## src/rtl/fetch_pkg.sv

```systemverilog
// fetch_pkg: types and constants shared by the instruction-fetch stage.
//   EXC_MISALIGNED_FETCH : exception code for a fetch from a pc with pc[1:0] != 0
//   PC_STEP              : sequential pc increment
//   fetch_slot_t         : one in-flight fetch entry {valid, pc, exc}
package fetch_pkg;

  localparam logic [7:0]  EXC_MISALIGNED_FETCH = 8'h82;
  localparam logic [7:0]  EXC_NONE             = 8'h00;
  localparam logic [31:0] PC_STEP              = 32'd4;

  typedef struct packed {
    logic        valid;
    logic [31:0] pc;
    logic [7:0]  exc;
  } fetch_slot_t;

  localparam fetch_slot_t SLOT_EMPTY = '{valid: 1'b0, pc: 32'h0, exc: EXC_NONE};

endpackage

```

## src/rtl/fetch_stage_if.sv

```systemverilog
// fetch_stage_if: control inputs and decode/memory-facing outputs of the
// fetch stage, bundled into one port.
//   halt, stall, flush, flush_tgt : pipeline control into fetch
//   mem_addr_0                    : word-aligned instruction memory address
//   pc_out, bubble_out, exc_out   : metadata aligned with mem_out_0, to decode
//   perf_fetched, perf_bubbles    : performance counters (only with FETCH_PERF_EN)
// master = the fetch stage, slave = the surrounding pipeline / memory.
interface fetch_stage_if;

  logic        halt;
  logic        stall;
  logic        flush;
  logic [31:0] flush_tgt;
  logic [31:0] mem_addr_0;
  logic [31:0] pc_out;
  logic        bubble_out;
  logic [7:0]  exc_out;
`ifdef FETCH_PERF_EN
  logic [31:0] perf_fetched;
  logic [31:0] perf_bubbles;
`endif

  modport master (
    input  halt, stall, flush, flush_tgt,
    output mem_addr_0, pc_out, bubble_out, exc_out
`ifdef FETCH_PERF_EN
    , output perf_fetched, perf_bubbles
`endif
  );

  modport slave (
    output halt, stall, flush, flush_tgt,
    input  mem_addr_0, pc_out, bubble_out, exc_out
`ifdef FETCH_PERF_EN
    , input perf_fetched, perf_bubbles
`endif
  );

endinterface

```

## src/rtl/fetch_slot.sv

```systemverilog
// fetch_slot: one in-flight fetch entry register.
//   clk, reset : clock, synchronous active-high reset
//   halt       : hold everything (beats kill)
//   kill       : invalidate entry and clear its exception (beats hold)
//   hold       : keep current contents
//   d / q      : next entry when loading / current entry
module fetch_slot
  import fetch_pkg::*;
(
  input  logic        clk,
  input  logic        reset,
  input  logic        halt,
  input  logic        kill,
  input  logic        hold,
  input  fetch_slot_t d,
  output fetch_slot_t q
);

  // NOTE: sequential state uses non-blocking assignments so every register
  // samples pre-edge values, independent of process ordering.
  always_ff @(posedge clk) begin
    if (reset) begin
      q <= SLOT_EMPTY;
    end else if (halt) begin
      q <= q;
    end else if (kill) begin
      // pc is left as-is; only valid and exc are meaningful once killed.
      q.valid <= 1'b0;
      q.exc   <= EXC_NONE;
    end else if (!hold) begin
      q <= d;
    end
  end

endmodule

```

## src/rtl/fetch_stage.sv

```systemverilog
// fetch_stage: instruction-fetch stage, upstream of decode.
// Owns the fetch pc, drives the port-0 memory address, and carries pc/valid/exc
// through two in-flight slots so they line up with mem_out_0 (2-cycle memory).
//   clk   : clock
//   reset : synchronous, active-high reset
//   bus   : fetch_stage_if.master (halt, stall, flush, flush_tgt in;
//           mem_addr_0, pc_out, bubble_out, exc_out out)
// Parameters: RESET_PC (first pc after reset), MEM_LATENCY (must be 2).
// Optional macro FETCH_PERF_EN adds perf_fetched / perf_bubbles counters.
module fetch_stage
  import fetch_pkg::*;
#(
  parameter logic [31:0] RESET_PC    = 32'h0000_0000,
  parameter int          MEM_LATENCY = 2
) (
  input  logic         clk,
  input  logic         reset,
  fetch_stage_if.master bus
);

  generate
    if (MEM_LATENCY != 2) begin : g_bad_latency
      $error("fetch_stage: MEM_LATENCY=%0d unsupported, only 2", MEM_LATENCY);
    end
  endgenerate

  logic [31:0] pc;
  fetch_slot_t s1_d;
  fetch_slot_t s1_q;
  fetch_slot_t s2_q;

  // Priority: reset > halt > flush > stall > normal increment (wraps at 2^32).
  always_ff @(posedge clk) begin
    if (reset) begin
      pc <= RESET_PC;
    end else if (bus.halt) begin
      pc <= pc;
    end else if (bus.flush) begin
      pc <= bus.flush_tgt;
    end else if (!bus.stall) begin
      pc <= pc + PC_STEP;
    end
  end

  // NOTE: every field is assigned unconditionally here, so no latch is inferred.
  always_comb begin
    s1_d.valid = 1'b1;
    s1_d.pc    = pc;
    s1_d.exc   = (pc[1:0] != 2'b00) ? EXC_MISALIGNED_FETCH : EXC_NONE;
  end

  // S1: address issued last cycle; S2: data on mem_out_0 this cycle.
  fetch_slot u_s1 (
    .clk   (clk),
    .reset (reset),
    .halt  (bus.halt),
    .kill  (bus.flush),
    .hold  (bus.stall),
    .d     (s1_d),
    .q     (s1_q)
  );

  fetch_slot u_s2 (
    .clk   (clk),
    .reset (reset),
    .halt  (bus.halt),
    .kill  (bus.flush),
    .hold  (bus.stall),
    .d     (s1_q),
    .q     (s2_q)
  );

  // Memory sees the word address even for a misaligned pc; the exception
  // travels with the slot instead.
  assign bus.mem_addr_0 = {pc[31:2], 2'b00};
  assign bus.pc_out     = s2_q.pc;
  assign bus.bubble_out = ~s2_q.valid;
  assign bus.exc_out    = s2_q.exc;

`ifdef FETCH_PERF_EN
  logic [31:0] perf_fetched_q;
  logic [31:0] perf_bubbles_q;

  // Counts what decode is presented with on each cycle the stage advances.
  always_ff @(posedge clk) begin
    if (reset) begin
      perf_fetched_q <= 32'h0;
      perf_bubbles_q <= 32'h0;
    end else if (!bus.halt && !bus.stall) begin
      if (s2_q.valid) perf_fetched_q <= perf_fetched_q + 32'd1;
      else            perf_bubbles_q <= perf_bubbles_q + 32'd1;
    end
  end

  assign bus.perf_fetched = perf_fetched_q;
  assign bus.perf_bubbles = perf_bubbles_q;
`endif

endmodule

```

## src/flat_wrapper.sv

```systemverilog
// flat-port wrapper written by rule: the top's interface ports become plain ports
module fetch_stage_flat import fetch_pkg::*;
#(
  parameter logic [31:0] RESET_PC    = 32'h0000_0000,
  parameter int          MEM_LATENCY = 2
)
  (clk, reset, bus_halt, bus_stall, bus_flush, bus_flush_tgt, bus_mem_addr_0, bus_pc_out, bus_bubble_out, bus_exc_out);
  fetch_stage_if bus_i ();
  input  logic clk;
  input  logic reset;
  input wire logic [$bits(bus_i.halt)-1:0] bus_halt;
  input wire logic [$bits(bus_i.stall)-1:0] bus_stall;
  input wire logic [$bits(bus_i.flush)-1:0] bus_flush;
  input wire logic [$bits(bus_i.flush_tgt)-1:0] bus_flush_tgt;
  output wire logic [$bits(bus_i.mem_addr_0)-1:0] bus_mem_addr_0;
  output wire logic [$bits(bus_i.pc_out)-1:0] bus_pc_out;
  output wire logic [$bits(bus_i.bubble_out)-1:0] bus_bubble_out;
  output wire logic [$bits(bus_i.exc_out)-1:0] bus_exc_out;
  assign bus_i.halt = bus_halt;
  assign bus_i.stall = bus_stall;
  assign bus_i.flush = bus_flush;
  assign bus_i.flush_tgt = bus_flush_tgt;
  assign bus_mem_addr_0 = bus_i.mem_addr_0;
  assign bus_pc_out = bus_i.pc_out;
  assign bus_bubble_out = bus_i.bubble_out;
  assign bus_exc_out = bus_i.exc_out;
  fetch_stage #(.RESET_PC(RESET_PC), .MEM_LATENCY(MEM_LATENCY)) u_core (.clk(clk), .reset(reset), .bus(bus_i));
endmodule
```

## config.mk

```make
export PLATFORM = sky130hd
export DESIGN_NAME = fetch_stage_flat
export DESIGN_NICKNAME = d
export VERILOG_FILES = /design/src/rtl/fetch_pkg.sv /design/src/rtl/fetch_stage_if.sv /design/src/rtl/fetch_slot.sv /design/src/rtl/fetch_stage.sv /design/src/flat_wrapper.sv
export SDC_FILE = /design/constraint.sdc
export NUM_CORES = 1
export LEC_CHECK = 0
export ABC_AREA = 1
export BUFFER_PORTS_ARGS = -buffer_cell sky130_fd_sc_hd__buf_2
export CORE_MARGIN = 2
export CORE_UTILIZATION = 35
export CTS_CLUSTER_SIZE = 24
export DETAILED_ROUTE_END_ITERATION = 12
export PLACE_DENSITY = 0.59
export SETUP_SLACK_MARGIN = 0.15
export SYNTH_ARGS = -nofsm -noshare
export SYNTH_HDL_FRONTEND = slang
export SYNTH_HIERARCHICAL = 1
export SYNTH_SLANG_ARGS = --single-unit
export TNS_END_PERCENT = 50
```

## constraint.sdc

```tcl
create_clock -name clk -period 3 [get_ports clk]
set_input_delay 0.3 -clock clk [delete_from_list [all_inputs] [get_ports clk]]
set_output_delay 0.3 -clock clk [all_outputs]
set_load 0.1 [all_outputs]
```

# --- After elaboration in Yosys (flattened, before gate mapping) ---
# Cells that the tools add are included.
# W data, S select, Z words.
word_totals:
  regBits: 114
  inputBits: 37
  output_inout_bits: 73
  elab_cells: 25
classes:
  addsub: 1
  eq_ne: 1
  n_mux: 9
  n_bitwise: 4
  n_reduce_logical: 3
op_table:
  columns: ["operator", "count"]
  rows:
  - ["$mux W41", 2]
  - ["$mux W32", 2]
  - ["$add A32 B3 Y32 const B", 1]
  - ["$mux W8", 3]
  - ["$not A1 Y1", 4]
  - ["$reduce_and A3 Y1", 1]
  - ["$mux W1", 2]
  - ["$ne A2 B1 Y1 const B", 1]
  - ["$reduce_and A2 Y1", 1]
  - ["$reduce_bool A2 Y1", 1]

# --- Depth between registers and ports, before layout ---
# Gate-level depths: netlist of run 1.
depth:
  ltp_word: 4
  mapped_depth: 10
  ltp_nobuf: 10

# --- Cells and area by module ---
# The synthesis of run 1 kept the hierarchy.
by_module_without_submodules:
  columns: ["mod", "instances", "cells_per_inst", "area_per_inst_um2", "seq_area_each_um2"]
  rows:
  - ["fetch_slot", 2, 219, 1761.7, 820.8]
  - ["fetch_stage", 1, 427, 2499.9, 640.6]

# --- Worst setup path after synthesis of run 1 ---
# Ideal clock, no wire load.
synth_timing:
  kind: "register -> register"
  from: "reg u_core.pc[2]"
  to: "reg u_core.pc[20]"
  setup_ns: 0.128
  arrival_time_ns: 1.367
  required_ns: 2.872
  path_slack_ns: 1.504
  path_stages_with_launch: 11
  n_path_buf: 0
  period_less_slack_ns: 1.496
  cell_sequence: "dfxtp_1 -> ha_1 -> nand2_1 -> nor2_4 -> nand2_1 -> nor2_1 -> nand3_1 -> nand2_1 -> nand2_1 -> nand2_1 -> a21oi_1"
synth_between:
  elab_chain_len: 3
synth_lines:
  columns: ["item", "line", "rtl"]
  rows:
  - ["start, declared", "fetch_stage.sv:27", "logic [31:0] pc;"]
  - ["start signal, assigned", "fetch_stage.sv:37", "pc <= pc;"]
  - ["start signal, assigned", "fetch_stage.sv:39", "pc <= bus.flush_tgt;"]
  - ["start signal, assigned", "fetch_stage.sv:41", "pc <= pc + PC_STEP;"]
  - ["$add A32 B3 Y32", "fetch_stage.sv:41", null]
  - ["$mux W32", "fetch_stage.sv:40", "end else if (!bus.stall) begin"]
  - ["$mux W32", "fetch_stage.sv:38", "end else if (bus.flush) begin"]
# No other way between the ends. The select of a mux whose other input is x is not followed.
# A chain may end at the register's enable or synchronous reset.

# --- Final worst setup path of run 1 ---
layout_timing:
  from: "reg u_core.pc[5]"
  to: "reg u_core.pc[25]"
# The elaborated chain is that of the path after synthesis.

==> results.ini, run 1 <==
[outcome]
outcome=finished clean

[place]
io_buffer_count=107
dp_hpwl_mm=11.5
place_congestion=0.863
dp_cells=1135
place_area_mm2=0.00642

[logic_synthesis]
ys_ff_latch=114
syn_area_mm2=0.00602
synthCells=865
synth-edff-count=0
yosys_most_used_dff=dfxtp_1
synth_most_common_cell=nand2_1
netlist.area_leader.share_pct=37.9
synthArstFlopShare_pct=0
yosysSeqAreaShare_pct=37.9
yosysTopAreaCell=dfxtp_1
yosysWarnings=6
yosysUniqueCellTypes=33
synth_common_cells=217 x nand2_1, 146 x nor2_1, 114 x dfxtp_1
synth_area_leaders=dfxtp_1 38%, nand2_1 14%, nor2_1 9.1%, nand3b_1 8.7%, nor2_2 6.4%
syn_avg_cell_area_um2=6.96

[floorplanning]
die_h_um=135
initial_core_util_pct=36.1
core_area_mm2=0.0167
dieWidth_um=135
io_pins=110
rows=47
die-area_mm2=0.0183

[global_route]
grt_pass1_vias=5053
antenna_found_initial=0
grt_max_degree=45
gr-total-overflow=0
grt_pass1_wl_mm=26.2
grt_util_all_layers_pct=18.1

[min_path]
hold_depth=3
hold_path_class=in -> reg

[timing]
finalClockSkew_ns=0.00867
clock.fmax_ghz=0.548
slew_viol_final=0
worst_slew_pin_slew_ns=1.07
setup_tns_ns=0
min_period_ns=1.82
holdWs_ns=0.156
hold_viol_final=0
rsz0062_at_grt=false
period_share_pct=60.8
finalSetupViolations=0
maxSlewHeadroom_pct=28.4

[cells_and_area]
utilization_pct=41.7
n_antenna_cell=0
final_net_count=972
syn_to_final_growth_pct=15.6
nFillCells=1810
multi_input_area_mm2=0.00309
drive_gt1_share_pct=22.8
fin_cells=1165
ff_latch_area_mm2=0.00228
final_cell_area_mm2=0.00697

[clocking]
clk_pin_slew_ns=0.05
cts_num_sinks=114
cts_tree=yes
cts_made_buffers=17
htree_levels=4
ctsHoldBuffers=0
clock_path_buffers=2
post_cts_buffers=0
cts_resized=0
root_buffer=clkbuf_16
clk_latency_ns=0.42

[critical_path]
cp_max_fo=6
cp.arrival_ns=2.11
reg2regPathDepth=9
path_class=reg -> reg
cp-start-kind=flop
cp-end-kind=flop
worst_ep_required_time_ns=3.29

[route]
post_drt_via_cell_ratio=4.69
firstDrtPassIters=5
drtIter0Drc=391
drc_errors=0
routed_wl_mm=16.0
vias=5468
drtAntennaViolNets=0
wl_per_cell_um=13.7

[job]
maxCapViolations=0

[pwr]
leakage_nw=2.87
p_per_area_mw_per_mm2=620
peakVddDrop_mv=0.387

## cell families (layout without fill, tap and decap cells)
| group | count (synthesis) | in the layout | synth area share (%) |
|---|---|---|---|
| and+or+nand+nor | 561 | 561 | 44.0 |
| other | 2 | 9 | 0.125 |
| buffers and inverters | 116 | 189 | 11.3 |
| adders and majority gates | 1 | 1 | 0.208 |
| DFF | 114 | 114 | 37.9 |
| AOI/OAI and AO/OA | 71 | 71 | 6.54 |
## registers in the layout, summed over array words and instances, names as in the netlist
| signal | cells |
|---|---|
| u_core/pc | 32 |
| u_core/u_s1/q | 41 |
| u_core/u_s2/q | 41 |
## power breakdown
group / switching (W) / total (W) / internal [W]
registers: 0.0000672 / 0.00166 / 0.00159
clock network: 0.000659 / 0.00188 / 0.00122
logic: 0.000614 / 0.000782 / 0.000168
total: 0.00134 / 0.00432 / 0.00298
## critical path: stages (launching register included)
cell and delay [ns]:
dfxtp_1 0.45, nand2_1 0.15, nor2_1 0.27, nand2_1 0.14, nor2_1 0.34, nand2_1 0.09
nand2_1 0.07, nand3_1 0.06, nand2_1 0.07, a21oi_1 0.06
## layout by cell type, fill, tap and decap left out, types with 17 or more instances in the layout
cell type and instances:
clkbuf_16 17, nand3_1 46, nor2_2 62, dfxtp_1 114, nor2_1 146, inv_1 37, nand3b_1 70, nand2_1 217
a21oi_1 49, buf_2 107
## path summary, 6_finish.rpt
path,startpoint,to,slack (ns)
worst max-delay path,u_core/pc[5],u_core/pc[25],1.18
worst max register to register,u_core/pc[5],u_core/pc[25],1.18
worst min register to register,u_core/u_s1/q[23],u_core/u_s1/q[23],0.45
worst min-delay path,bus_flush_tgt[2],u_core/pc[2],0.16
## final cells by class
class / count / area share, %
clock buffers: 23 / 6.57
clock inverters: 7 / 1.22
inverters: 40 / 2.16
multi-input cells: 642 / 44.4
flip-flops and latches: 114 / 32.8
well taps: 220 / 3.95
repair buffers: 119 / 8.98
## metal layers
layer | wire [µm] | global-route usage, % | vias up
li1 | - | - | 2859
met1 | 7840 | 24.9 | 2447
met3 | 837 | 3.85 | 21
met2 | 6970 | 27.9 | 141
met4 | 321 | 6.37 | 0
met5 | 0 | 0 | -
## stage by stage
step                power (W)  setup slack, ns
floorplan             0.00236             1.50
global placement      0.00247             1.03
detailed placement    0.00247             1.05
CTS                   0.00438             1.21
global route          0.00451            0.978
finish                0.00432             1.18
No activity file was read; power rests on OpenSTA's default activity.
==> inputs of run 2 (changes only) <==
Settings changed: PLACE_DENSITY 0.59 to 0.61.
Clock period 3 ns to 1.45 ns, I/O delays scaled along.
==> run 2 against run 1 <==
The run now ends with negative setup slack left. Global-route usage increased by 0.81 points. Cell count increased by 6.6%. Clock skew decreased by 0.0011 ns. Hold slack got worse by 0.14 ns. First-iteration DRC count decreased by 11%. Clock-buffer cell count decreased by 1. Largest power group unchanged. Power increased by 120%. Largest cell class unchanged. Sequential cell count unchanged.
==> results.ini, run 2 (synthesized netlist as in run 1, its figures left out) <==
[outcome]
outcome=complete, but fails checks  ; was finished clean
violations=negative setup slack

[timing]
postLayoutSetupSlackWorst_ns=-0.0266  ; was 1.18 ns
slew_viol_final=0  ; unchanged
finalSetupViolations=4  ; was 0
worst_slew_pin_slew_ns=0.562  ; was 1.07 ns
finalClockSkew_ns=0.00758  ; was 0.00867 ns
hold_viol_final=0  ; unchanged
maxSlewHeadroom_pct=62.5  ; was 28.4%
min_period_ns=1.48  ; was 1.82 ns
period_share_pct=102  ; was 60.8%
rsz0062_at_grt=true  ; was false
clock.fmax_ghz=0.677  ; was 0.548 GHz
holdWs_ns=0.0146  ; was 0.156 ns

[route]
wl_per_cell_um=13.5  ; was 13.7 µm
drc_errors=0  ; unchanged
firstDrtPassIters=7  ; was 5
post_drt_via_cell_ratio=4.68  ; was 4.69
routed_wl_mm=16.8  ; was 16.0 mm
drtAntennaViolNets=0  ; unchanged
drtIter0Drc=347  ; was 391
vias=5817  ; was 5468

[cells_and_area]
utilization_pct=50.2  ; was 41.7%
top_regs=u_core/u_s1/q x41, u_core/u_s2/q x41, u_core/pc x32  ; unchanged
mostFrequentLayoutCells=203 x nand2_1, 121 x nor2_1, 111 x buf_4  ; was 217 x nand2_1, 146 x nor2_1, 114 x dfxtp_1
final_net_count=1047  ; was 972
syn_to_final_growth_pct=39.1  ; was 15.6%
nFillCells=1670  ; was 1810
final_common_cell=nand2_1  ; unchanged
n_antenna_cell=0  ; unchanged
drive_gt1_share_pct=35.1  ; was 22.8%

[floorplanning]
core_area_mm2=0.0167  ; unchanged
rows=47  ; unchanged
dieWidth_um=135  ; unchanged
die_h_um=135  ; unchanged
io_pins=110  ; unchanged
die-area_mm2=0.0183  ; unchanged
initial_core_util_pct=36.1  ; unchanged

[critical_path]
cp_max_fo=5  ; was 6
path_class=reg -> reg  ; unchanged
cp-start-kind=flop  ; unchanged
crit_path_frequent_cell=nand2_1  ; unchanged
cpPeakStageDelay_ns=0.37  ; was 0.45 ns
worst_ep_required_time_ns=1.74  ; was 3.29 ns
cp.arrival_ns=1.77  ; was 2.11 ns
worst_path_max_delay_cell=dfxtp_4  ; was dfxtp_1
cp-end-kind=flop  ; unchanged
path_cells=ha_4 -> nand2_4 -> nor2_4 -> nand2_4 -> nor2_4 -> nand3_1 -> nand2_1 -> nand2_1 -> nand2_1 -> a21oi_1  ; was nand2_1 -> nor2_1 -> nand2_1 -> nor2_1 -> nand2_1 -> nand2_1 -> nand3_1 -> nand2_1 -> a21oi_1

[clocking]
clock_path_buffers=2  ; unchanged
clk_latency_ns=0.41  ; was 0.42 ns
htree_levels=4  ; unchanged
cts_tree=yes  ; unchanged
root_buffer=clkbuf_16  ; unchanged
cts_num_sinks=114  ; unchanged
cts_made_buffers=17  ; unchanged
clk_pin_slew_ns=0.06  ; was 0.05 ns

[place]
place_congestion=0.884  ; was 0.863
io_buffer_count=107  ; unchanged
dp_hpwl_mm=12.0  ; was 11.5 mm

[global_route]
grt_util_all_layers_pct=18.9  ; was 18.1%
grt_max_degree=42  ; was 45
grt_pass1_wl_mm=27.3  ; was 26.2 mm
gr-total-overflow=0  ; unchanged
antenna_found_initial=0  ; unchanged
grt_pass1_vias=5503  ; was 5053

[min_path]
hold_path_class=in -> reg  ; unchanged

[pwr]
peakVddDrop_mv=0.851  ; was 0.387 mV
p_per_area_mw_per_mm2=1120  ; was 620 mW/mm²
leakage_nw=3.44  ; was 2.87 nW

[job]
maxCapViolations=0  ; unchanged

-- run 2: cell types whose count changed in the layout (fill, tap and decap cells not counted), moves of 10 or more --
cell and change:
buf_12 +26, buf_2 -71, buf_4 +99, buf_6 +10, dfxtp_1 -25, dfxtp_2 +19
nand2_1 -14, nand2_2 +11, nor2_1 -25, nor2_2 +17
-- run 2: final cells by class --
type                    count  area, µm²  share of cell area, %
repair buffers            194       1800                   21.5
inverters                  40        150                   1.79
multi-input cells         642       3270                   39.0
flip-flops and latches    114       2330                   27.8
well taps                 220        275                   3.29
clock inverters            10        111                   1.33
clock buffers              22        444                   5.30
-- run 2: stage by stage --
stage / setup TNS (ns) / cells / power [W] / setup WS (ns) / cell area (µm²)
after floorplan: 0 / 872 / 0.00488 / 0.0579 / 6100
after global placement: -0.167 / 1201 / 0.00532 / -0.119 / 7230
after detailed placement: -0.271 / 1201 / 0.00533 / -0.102 / 7230
after CTS: -0.0151 / 1236 / 0.00942 / -0.00815 / 8200
after global routing: -1.63 / 1242 / 0.00975 / -0.142 / 8380
final: -0.0440 / 1242 / 0.00937 / -0.0266 / 8380
-- run 2: routing by layer --
layer / GRT usage [%] / up-vias / routed length, µm
met4: 6.48 / 0 / 292
li1: - / 3013 / -
met2: 30.4 / 153 / 7730
met5: 0 / - / 0
met1: 24.9 / 2629 / 7940
met3: 4.49 / 22 / 820
-- run 2: repair_timing --
item                                    4_1_cts  5_1_grt
endpoints found under the setup margin       86       40
hold buffers                                  2        0
pin swaps                                     5       14
resized for setup                           144       41
buffers inserted                              1        6
hold endpoints to repair                      2        0
-- run 2: critical path: cells and delay by family (launching register included) --
kind / cells / cell delay [ns]
AO/OA/AOI/OAI: 1 / 0.05
flip-flops: 1 / 0.37
AND/OR/NAND/NOR: 8 / 0.77
adder cells (fa/ha/maj): 1 / 0.15
-- run 2: where the power goes --
part	switching, W	internal (W)	total, W
logic	0.00138	0.000649	0.00203
registers	0.000111	0.00329	0.00340
clock network	0.00142	0.00251	0.00393
total	0.00291	0.00645	0.00937
-- run 2: final timing paths --
check / from / to / slack (ns) / cells past startpoint
max: u_core/pc[3] / u_core/pc[20] / -0.03 / 10
min: bus_flush_tgt[7] / u_core/pc[7] / 0.01 / 3
max reg2reg: u_core/pc[3] / u_core/pc[20] / -0.03 / 10
min reg2reg: u_core/u_s1/q[9] / u_core/u_s1/q[9] / 0.45 / 2
